## config.mk

```make
export PLATFORM = sky130hd
export DESIGN_NAME = mult_sequencer
export DESIGN_NICKNAME = d
export VERILOG_FILES = /design/src/rtl/mult_ctrl_pkg.sv /design/src/rtl/iter_counter.sv /design/src/rtl/mult_sequencer.sv
export SDC_FILE = /design/constraint.sdc
export NUM_CORES = 1
export LEC_CHECK = 0
export CORE_AREA = 2 2 39 41
export CTS_CLUSTER_DIAMETER = 80
export DETAILED_ROUTE_END_ITERATION = 10
export DIE_AREA = 0 0 41 43
export GPL_TIMING_DRIVEN = 0
export PLACE_DENSITY = 0.6
export SLEW_MARGIN = 20
export SYNTH_ARGS = -nofsm -noshare
export SYNTH_HDL_FRONTEND = slang
export SYNTH_SLANG_ARGS = --single-unit
```

## constraint.sdc

```tcl
create_clock -name Clk -period 3.6 [get_ports Clk]
set_input_delay 0.72 -clock Clk [delete_from_list [all_inputs] [get_ports Clk]]
set_output_delay 0.72 -clock Clk [all_outputs]
set_load 0.05 [all_outputs]
```

## src/rtl/mult_ctrl_pkg.sv

```systemverilog
// Shared definitions for the signed add-shift multiplier sequencer.
//   mult_state_t       : sequencer state encoding (3-bit)
//   MULT_WIDTH_DEFAULT : default operand width / iteration count
package mult_ctrl_pkg;

  localparam int unsigned MULT_WIDTH_DEFAULT = 8;

  typedef enum logic [2:0] {
    IDLE  = 3'd0,
    CLEAR = 3'd1,
    ADD   = 3'd2,
    SHIFT = 3'd3,
    HOLD  = 3'd4
  } mult_state_t;

endpackage

```

## src/rtl/iter_counter.sv

```systemverilog
// Iteration counter for the multiplier sequencer.
// Ports:
//   Clk     : system clock, rising edge
//   Reset_n : asynchronous active-low reset (count -> 0)
//   clr     : synchronous clear (priority over inc)
//   inc     : advance; wraps to 0 after WIDTH-1
//   count   : current iteration index, 0..WIDTH-1
//   last    : count == WIDTH-1
module iter_counter #(
  parameter  int unsigned WIDTH = 8,
  localparam int unsigned CW    = $clog2(WIDTH)
) (
  input  logic          Clk,
  input  logic          Reset_n,
  input  logic          clr,
  input  logic          inc,
  output logic [CW-1:0] count,
  output logic          last
);

  logic [CW-1:0] count_q, count_d;

  // Full-width compare: for non-power-of-2 WIDTH the counter wraps at
  // WIDTH-1 instead of rolling through the unused codes.
  assign last  = (count_q == CW'(WIDTH - 1));
  assign count = count_q;

  always_comb begin
    count_d = count_q;
    if (clr) begin
      count_d = '0;
    end else if (inc) begin
      count_d = last ? '0 : count_q + CW'(1);
    end
  end

  always_ff @(posedge Clk or negedge Reset_n) begin
    if (!Reset_n) begin
      count_q <= '0;
    end else begin
      count_q <= count_d;
    end
  end

endmodule

```

## src/rtl/mult_sequencer.sv

```systemverilog
// Control sequencer for the signed add-shift multiplier datapath.
// Each Run press clears A/X, then issues WIDTH add/shift pairs (subtract on
// the final, sign-bit iteration) and holds the result until Run is released.
// Ports:
//   Clk, Reset_n : clock (rising edge), asynchronous active-low reset
//   Run          : synchronised level, starts a multiply
//   ClearA_LoadB : synchronised level, in IDLE clears A/X and loads B
//   M            : current LSB of B
//   Clr_AX       : clear A and X registers
//   Ld_B         : load B from switches
//   Add_En       : load adder result into A and X
//   Sub          : adder computes A - S
//   Shift_En     : arithmetic right shift of X:A:B
//   Busy         : CLEAR through the last SHIFT
//   Done         : result held (HOLD)
module mult_sequencer
  import mult_ctrl_pkg::*;
#(
  parameter int unsigned WIDTH = MULT_WIDTH_DEFAULT
) (
  input  logic Clk,
  input  logic Reset_n,
  input  logic Run,
  input  logic ClearA_LoadB,
  input  logic M,
  output logic Clr_AX,
  output logic Ld_B,
  output logic Add_En,
  output logic Sub,
  output logic Shift_En,
  output logic Busy,
  output logic Done
);

  localparam int unsigned CW = $clog2(WIDTH);

  mult_state_t   state_q, state_d;
  logic          cnt_clr, cnt_inc, cnt_last;
  logic [CW-1:0] cnt;

  iter_counter #(
    .WIDTH (WIDTH)
  ) u_iter_counter (
    .Clk     (Clk),
    .Reset_n (Reset_n),
    .clr     (cnt_clr),
    .inc     (cnt_inc),
    .count   (cnt),
    .last    (cnt_last)
  );

  always_ff @(posedge Clk or negedge Reset_n) begin
    if (!Reset_n) begin
      state_q <= IDLE;
    end else begin
      state_q <= state_d;
    end
  end

  always_comb begin
    state_d  = state_q;
    Clr_AX   = 1'b0;
    Ld_B     = 1'b0;
    Add_En   = 1'b0;
    Sub      = 1'b0;
    Shift_En = 1'b0;
    Busy     = 1'b0;
    Done     = 1'b0;
    cnt_clr  = 1'b0;
    cnt_inc  = 1'b0;

    unique case (state_q)
      IDLE: begin
        // Run takes priority over a simultaneous ClearA_LoadB request.
        if (Run) begin
          state_d = CLEAR;
        end else if (ClearA_LoadB) begin
          Clr_AX = 1'b1;
          Ld_B   = 1'b1;
        end
      end
      CLEAR: begin
        Clr_AX  = 1'b1;
        Busy    = 1'b1;
        cnt_clr = 1'b1;
        state_d = ADD;
      end
      ADD: begin
        Busy    = 1'b1;
        Add_En  = M;
        Sub     = M & cnt_last;
        state_d = SHIFT;
      end
      SHIFT: begin
        Busy     = 1'b1;
        Shift_En = 1'b1;
        cnt_inc  = 1'b1;   // wraps to 0 on the last iteration
        state_d  = cnt_last ? HOLD : ADD;
      end
      HOLD: begin
        Done = 1'b1;
        if (!Run) begin
          state_d = IDLE;
        end
      end
      default: begin
        state_d = IDLE;
      end
    endcase
  end

  a_cnt_range : assert property (@(posedge Clk) disable iff (!Reset_n)
    cnt <= CW'(WIDTH - 1));
  a_add_shift_excl : assert property (@(posedge Clk) disable iff (!Reset_n)
    !(Add_En && Shift_En));
  a_sub_implies_add : assert property (@(posedge Clk) disable iff (!Reset_n)
    !Sub || Add_En);

endmodule

```

Yosys cells after proc, flatten, opt, wreduce, memory -nomap -nowiden:

Index checks and enable logic that the tools add are counted.

* shifts and indexed selects: 0
* bitwise gates (word level): 1
* magnitude comparators: 0
* equal/unequal tests: 7
* reductions and logical operators: 4
* multipliers: 0
* mux-type cells: 17
* div/mod/pow operators: 0
* add/sub/neg operators: 1

Operators by type and width (count)
* 2-to-1 mux 3 bit: 6
* one-hot mux 3 bit (5 select lines): 1
* 2-to-1 mux 1 bit: 9
* == test 3 x 2 -> 1 bit (second input constant): 2
* == test 3 bit (second input constant): 2
* != test 2 bit (second input constant): 2
* adder 3 x 1 -> 3 bit (second input constant): 1
* == test 3 x 1 -> 1 bit (second input constant): 1
* logical NOT 3 bit: 1
* OR reduction 3 bit: 1
* one-hot mux 1 bit (2 select lines): 1
* AND reduction 2 bit: 1
* nonzero test 2 bit: 1
* bitwise AND 1 bit: 1

* ROM bits: 0
* latch bits: 0
* memories: 0
* output and inout port bits: 7
* bits in registers: 6
* bits of input ports: 5
* memory bits (writable): 0

Logic depth before layout (Yosys ltp):

Gate-level depths: netlist of run 1.

* depth in word-level cells: 4
* mapped depth: 4

Cells and area by module:

A second synthesis of run 1 with hierarchy kept.

* cells, all modules: 33
* area total of the unflattened synthesis: 340.3 um2

By module, submodules not included
* mult_sequencer: area an instance 188.9 um2, cells each 21, times used 1
* iter_counter: area an instance 151.4 um2, cells each 12, times used 1

Worst setup path before layout of run 1:

OpenSTA, ideal clock, no wires.

* kind: input to output
* start point: input Run
* end point: output Ld_B
* stages: 2
* data required time: 2.880 ns
* buffers on the path: 0
* data arrival time: 2.312 ns
* path slack: 0.568 ns
* cell sequence: nand2b_1 -> nor4_1

* word-level cells in the longest chain between the ends: 2

Ends and longest elaborated chain
* start, declared: RTL line mult_sequencer.sv:23 `input logic Run,`
* 2-to-1 mux 1 bit: RTL line mult_sequencer.sv:75 `if (Run) begin`
* 2-to-1 mux 1 bit: RTL line mult_sequencer.sv:72 `unique case (state_q)`
* end, declared: RTL line mult_sequencer.sv:27 `output logic Ld_B,`

Every way passes these cells.

Final worst setup path of run 1:

* start point: input M
* end point: output Sub

* word-level cells in the longest chain between the ends: 2

Ends and longest elaborated chain
* start, declared: RTL line mult_sequencer.sv:25 `input logic M,`
* bitwise AND 1 bit: RTL line mult_sequencer.sv:91 `Sub = M & cnt_last;`
* 2-to-1 mux 1 bit: RTL line mult_sequencer.sv:72
* end, declared: RTL line mult_sequencer.sv:29 `output logic Sub,`

Every way passes these cells.

==> results of run 1 <==
-- area by class of cell --
type                            instances  area share
Inverter                                3     0.02055
Sequential cell                         6      0.2740
Multi-Input combinational cell         24      0.3767
Timing Repair Buffer                   11      0.2009
Tap cell                               16     0.03653
Clock buffer                            3     0.04110
Buffer                                  3     0.05023
-- synth_stat cells, types with 2 or more instances --
cell,count
buf_6,2
inv_1,3
nand2_1,2
nor3_1,2
nor2_1,3
dfrtp_1,6
ha_1,2
mux2i_1,2
-- metrics by stage --
stage | setup WS [ns] | cells | utilization
2_1_floorplan | 0.5685 | 36 | -
3_3_place_gp | 0.4709 | 63 | 0.3797
3_5_place_dp | 0.4646 | 63 | 0.3797
4_1_cts | 0.4528 | 66 | 0.3960
5_1_grt | 0.3798 | 66 | 0.3960
6_report | 0.4701 | 66 | 0.3960
-- metal layers --
| layer | GRT usage | vias to the layer above | routed length, microns |
|---|---|---|---|
| met4 | 0.1000 | 0 | 22 |
| met1 | 0.1386 | 134 | 344 |
| met3 | 0.03665 | 3 | 82 |
| met2 | 0.1719 | 14 | 326 |
| met5 | 0 | - | 0 |
| li1 | - | 151 | - |
-- worst max path at each step --
stage | from | end | slack [ns] | cells past startpoint
after floorplan | Run | Ld_B | 0.57 | 2
after global placement | M | Sub | 0.47 | 4
after detailed placement | M | Sub | 0.46 | 4
after CTS | M | Sub | 0.45 | 4
after global routing | Run | Clr_AX | 0.38 | 4
final | M | Sub | 0.47 | 4
-- power by group --
group	internal, W	switching (W)	leakage, nW
registers	0.0000992	0.0000160	0.0713
clock network	0.0000380	0.0000286	0.0138
logic	0.000150	0.000186	0.166
total	0.000287	0.000231	0.251
-- state kept, by name, indices dropped and copies added (netlist names) --
name / cells
state_q: 3
u_iter_counter.count: 3
-- worst max-delay path, delay by kind of cell --
kind / cells / cell delay (ns)
AND/OR/NAND/NOR: 2 / 0.43
buffers and inverters: 2 / 1.25
-- cell families (layout without fill, tap and decap cells) --
logic type,Yosys count,count (layout),share of synthesized area
DFF,6,6,0.3797
adders and majority gates,2,2,0.06328
muxes,3,3,0.08860
and+or+nand+nor,17,17,0.3228
AOI/OAI and AO/OA,2,2,0.04747
buffers and inverters,6,20,0.09808
==> results by group, run 1 <==
Status
  • Status: completed

Floorplan
  • Die width: around 40 microns
  • Row cnt: 14
  • Initial core utilization: 0.2857
  • Core ar.: ~1400 sq um
  • Die H: around 43 microns
  • IO Pins: 12
  • Die area: 1763 sq um

Setup path
  • Worst-path cell chain: clkdlybuf4s50_1, nor4bb_4, and2_1, clkdlybuf4s50_1
  • Critical path arrival: approximately 2.4 ns
  • Crit-path max cell delay: approximately 0.79 ns
  • Reg2reg setup slack: 2.32 ns
  • Worst path most repeated cell: clkdlybuf4s50_1
  • Crit. End Element: output port
  • CP Launch Type: input port
  • Reg-to-reg endpoint: u_iter_counter.count[0]$_DFFE_PN0P_
  • Crit-path slowest cell: clkdlybuf4s50_1
  • Crit Path Max Fanout: 2
  • Reg2Reg Launch Point: u_iter_counter.count[0]$_DFFE_PN0P_
  • Worst EP required: approximately 2.9 ns
  • Setup CP Type: in -> out
  • R2R depth: 4

Routing
  • Routed Antenna Nets: 0
  • DRT iter0 DRCs: 1
  • WL/cell: approximately 12 microns
  • First-pass DRT Iterations: 2
  • DR vias/cell: roughly 4.6
  • Routed WL: just under 800 microns
  • DRC Markers: 0
  • Via Count: 302

Logic synthesis
  • Post-synth EDFFs: 0
  • Leading area contributor after synthesis: dfrtp_1
  • Post-synth ARST share: 1.000
  • Cell variety after synth: 22
  • Dominant cells by area after synthesis: dfrtp_1, ha_1, nor4bb_4, buf_6, mux2i_1
  • Gate count of the mapped netlist: 36
  • Syn_nets: 43
  • Synth Area per Inst: 10.98 sq um
  • Register area share after synthesis: 0.3797
  • Warnings from Yosys: 0
  • Number of synthesized register bits: 6
  • Top_reg_cell synth: dfrtp_1
  • Mapped Area: 395.4 sq um
  • Share of the synthesized area in the top cell type: 0.3797

Hold path
  • WHS Path Cells: 2
  • Worst Hold End: u_iter_counter.count[2]$_DFFE_PN0P_
  • Min-Delay Startpoint: u_iter_counter.count[2]$_DFFE_PN0P_
  • Min-delay worst type: reg -> reg

Timing
  • Clock Skew: roughly 0.003 ns
  • Crit share post-route: 0.8694
  • Slew Limit Headroom: 0.6647
  • Min Tclk post-route: 3.130 ns
  • TNS Setup: 0 ns
  • Max-slew violations: 0
  • RSZ-0062 raised after global routing: false
  • Slew @ Worst Pin: ~0.5 ns
  • Hold Slack: about 0.53 ns
  • Fmax: ~320 MHz
  • Final Hold Vio Count: 0
  • Setup Viol. Count Final: 0

Finish
  • Layout cell share with drive strength beyond 1: 0.2600
  • Diode count: 0
  • Commonest non-fill, non-tap cell in the layout: clkdlybuf4s50_1
  • # nets final: between 50 and 60
  • Layout area overhead: 38.61%
  • Area occupied by multi-input gates: ~210 sq um
  • Commonest cells after routing, fill and taps aside: clkdlybuf4s50_1, dfrtp_1, inv_1, nor2_1, clkbuf_4
  • Fill cells: 148
  • Design area: around 550 sq um
  • FF+latch area: ~150 sq um

Place
  • Hpwl dp: slightly below 600 microns
  • Number of port buffers: 11
  • Gpl congestion: 0.6669
  • Post-DP Area: about 530 sq um

Pwr
  • Final Power: 0.0005178 W
  • Worst vdd ir: about 0.29 mV
  • Lkg Pwr: between 0.2 and 0.3 nW
  • Power Dens Cells: about 940 nW/um^2

Flow run
  • MaxCap Viol Count: 0

Clock tree
  • H-tree Lvls: 1
  • CTS tree: yes
  • Clk sink count: 6
  • Root Buffer: clkbuf_4
  • Clk Latency, worst-skew pair: 0.25 ns
  • CTS buffer count: 3
  • Hold buffers post-CTS: 0
  • # resized after CTS: 0
  • Clock slew at reported path FFs: 0.05 ns
  • CTS Buffer Depth: 2
  • Post-CTS Setup Inserts: 0

Global route
  • Gr ovfl total: 0
  • Largest net degree at the start of global routing: 11
  • Number of global-route vias before repair: approximately 310
  • GRT Overall Usage: 0.1204
  • Global-route wire length before repair: about 1300 microns
  • Initial antenna violation count: 0
(Power assumes the default switching activity.)
==> inputs of run 2 (changes only) <==
Settings changed: PLACE_DENSITY 0.6 to 0.57.
==> run 2 against run 1 <==
- setup slack improved by 0.0052 ns
- global-route usage is 1.5 points lower
- register-to-register slack better by 0.03 ns
- power shrank 1.8%
- worst hold slack improved by 0.0021 ns
- clock power fell by 12%
- highest routed layer is now met3
==> results by group, run 2 (same netlist as run 1, synthesis figures left out) <==
Setup path
  • Reg2reg setup slack: 2.35 ns (was 2.32 ns)
  • Crit-path max cell delay: 0.79 ns (about the same)
  • Stages on the worst setup path: 4 (unchanged)
  • Setup CP Type: in -> out (unchanged)
  • Reg-to-reg endpoint: u_iter_counter.count[0]$_DFFE_PN0P_ (unchanged)
  • CP Launch Type: input port (unchanged)
  • Worst EP required: 2.88 ns (about the same)
  • Buffers plus inverters on the worst setup path: 2 (unchanged)
  • Crit. End Element: output port (unchanged)
  • Crit Path Max Fanout: 2 (unchanged)
  • R2R depth: 4 (unchanged)
  • Worst Setup SP: M (unchanged)
  • Critical path arrival: 2.40 ns (was 2.41 ns)
  • Crit-path slowest cell: clkdlybuf4s50_1 (unchanged)
  • Worst path most repeated cell: clkdlybuf4s50_1 (unchanged)
  • Reg2Reg Launch Point: u_iter_counter.count[0]$_DFFE_PN0P_ (unchanged)
  • Worst Setup EP: Sub (unchanged)
  • Family with the most delay on the worst path: buffers and inverters (unchanged)
  • Worst-path cell chain: clkdlybuf4s50_1, nor4bb_4, and2_1, clkdlybuf4s50_1 (unchanged)

Routing
  • First-pass DRT Iterations: 2 (unchanged)
  • WL/cell: 10.42 microns (was 11.76 microns)
  • Routed Antenna Nets: 0 (unchanged)
  • Routed WL: 688 microns (was 776 microns)
  • Via Count: 285 (was 302)
  • DRT iter0 DRCs: 1 (unchanged)
  • DR vias/cell: 4.318 (was 4.576)
  • DRC Markers: 0 (unchanged)

Status
  • Status: completed (unchanged)

Pwr
  • Worst vdd ir: 0.3262 mV (was 0.2944 mV)
  • Sw power: 0.0002219 W (was 0.0002309 W)
  • Sequential power share: 0.228 (was 0.223)
  • Clock Power Share: 0.116 (was 0.129)
  • Cell Int Power: 0.0002867 W (was 0.0002869 W)
  • Lkg Pwr: 0.2509 nW (unchanged)
  • Comb power frac: 0.656 (was 0.649)
  • Sw frac: 0.4364 (was 0.4459)
  • Power Dens Cells: 928.0 nW/um^2 (was 944.8 nW/um^2)

Finish
  • Final cell count without fillers: 66 (unchanged)
  • Fill cells: 142 (was 148)
  • Diode count: 0 (unchanged)
  • # nets final: 59 (unchanged)
  • Commonest cells after routing, fill and taps aside: clkdlybuf4s50_1, dfrtp_1, inv_1, nor2_1, clkbuf_4 (unchanged)
  • Area occupied by multi-input gates: 206.4 sq um (unchanged)
  • Layout area overhead: 38.61% (unchanged)
  • Layout cell share with drive strength beyond 1: 0.2600 (unchanged)
  • FF+latch area: 150.1 sq um (unchanged)
  • Commonest non-fill, non-tap cell in the layout: clkdlybuf4s50_1 (unchanged)

Timing
  • Clock Skew: 0.003307 ns (was 0.003069 ns)
  • Hold Slack: 0.5281 ns (was 0.5260 ns)
  • TNS Setup: 0 ns (unchanged)
  • Crit share post-route: 0.8680 (was 0.8694)
  • Final Hold Vio Count: 0 (unchanged)
  • Max-slew violations: 0 (unchanged)
  • Min Tclk post-route: 3.125 ns (was 3.130 ns)
  • RSZ-0062 raised after global routing: false (unchanged)
  • Slew @ Worst Pin: 0.4924 ns (was 0.5014 ns)
  • Fmax: 320.0 MHz (was 319.5 MHz)
  • Setup Viol. Count Final: 0 (unchanged)
  • Slew Limit Headroom: 0.6707 (was 0.6647)

Clock tree
  • Clk Latency, worst-skew pair: 0.24 ns (was 0.25 ns)
  • # resized after CTS: 0 (unchanged)
  • H-tree Lvls: 1 (unchanged)
  • Post-CTS Setup Inserts: 0 (unchanged)
  • Clk sink count: 6 (unchanged)
  • CTS tree: yes (unchanged)
  • Hold buffers post-CTS: 0 (unchanged)
  • Clock slew at reported path FFs: 0.04 ns (was 0.05 ns)
  • Root Buffer: clkbuf_4 (unchanged)
  • CTS buffer count: 3 (unchanged)
  • CTS Buffer Depth: 2 (unchanged)

Floorplan
  • IO Pins: 12 (unchanged)
  • Row cnt: 14 (unchanged)
  • Die H: 43 microns (unchanged)
  • Initial core utilization: 0.2857 (unchanged)
  • Core ar.: 1384 sq um (unchanged)
  • Die width: 41 microns (unchanged)
  • Die area: 1763 sq um (unchanged)

Place
  • Cells after DPL: 63 (unchanged)
  • Gpl congestion: 0.5837 (was 0.6669)
  • Hpwl dp: 540 microns (was 590.3 microns)
  • Number of port buffers: 11 (unchanged)

Global route
  • Largest net degree at the start of global routing: 11 (unchanged)
  • Gr ovfl total: 0 (unchanged)
  • GRT Overall Usage: 0.1053 (was 0.1204)
  • Initial antenna violation count: 0 (unchanged)
  • Global-route wire length before repair: 1193 microns (was 1331 microns)
  • Number of global-route vias before repair: 290 (was 308)

Hold path
  • Min-delay worst type: reg -> reg (unchanged)

Flow run
  • MaxCap Viol Count: 0 (unchanged)
## run 2: cell counts in the layout (fill, tap and decap cells not counted)
No cell type changed its count.
## run 2: layout make-up
cell class                 count  area share
inverter                       3     0.02055
timing repair buffer          11      0.2009
multi-input combinational     24      0.3767
clock buffer                   3     0.04110
sequential                     6      0.2740
tap                           16     0.03653
buffer                         3     0.05023
## run 2: worst register-to-register path, stage by stage (launching register included)
cell and delay, ns:
dfrtp_1 0.39, ha_1 0.21, ha_1 0.22, nor3b_1 0.20, mux2_4 0.17
## run 2: power groups by stage
| stage | Sequential, W | Combinational, W | Clock (W) |
|---|---|---|---|
| floorplan | 0.000113 | 0.000263 | 0 |
| global placement | 0.000116 | 0.000335 | 0 |
| detailed placement | 0.000118 | 0.000338 | 0 |
| CTS | 0.000116 | 0.000340 | 0.0000637 |
| global route | 0.000121 | 0.000372 | 0.0000698 |
| finish | 0.000116 | 0.000334 | 0.0000590 |
## run 2: how the worst min path moves through the flow
stage / start / end / slack, ns / depth (start not counted)
2_1_floorplan: Reset_n / state_q[0]$_DFFE_PN0P_ / 0.42 / 0
4_1_cts: u_iter_counter.count[2]$_DFFE_PN0P_ / u_iter_counter.count[2]$_DFFE_PN0P_ / 0.53 / 2
6_report: u_iter_counter.count[2]$_DFFE_PN0P_ / u_iter_counter.count[2]$_DFFE_PN0P_ / 0.53 / 2
3_3_place_gp: u_iter_counter.count[2]$_DFFE_PN0P_ / u_iter_counter.count[2]$_DFFE_PN0P_ / 0.52 / 2
3_5_place_dp: u_iter_counter.count[2]$_DFFE_PN0P_ / u_iter_counter.count[2]$_DFFE_PN0P_ / 0.52 / 2
5_1_grt: u_iter_counter.count[2]$_DFFE_PN0P_ / u_iter_counter.count[2]$_DFFE_PN0P_ / 0.56 / 2
## run 2: per-layer routing
| metal | vias up | GRT usage | share of wire |
|---|---|---|---|
| met4 | 0 | 0.06000 | 0 |
| met2 | 10 | 0.1438 | 0.43 |
| met1 | 123 | 0.1320 | 0.50 |
| met5 | - | 0 | 0 |
| li1 | 152 | - | - |
| met3 | 0 | 0.04712 | 0.073 |
## run 2: metrics by stage
stage	total power (W)	worst slack, ns	utilization	instance area (sq um)
final	0.0005086	0.4753	0.3960	548.0
after detailed placement	0.0004556	0.4788	0.3797	525.5
after global placement	0.0004510	0.4641	0.3797	525.5
after global routing	0.0005626	0.3900	0.3960	548.0
after CTS	0.0005193	0.4591	0.3960	548.0
after floorplan	0.0003760	0.5685	-	395.4
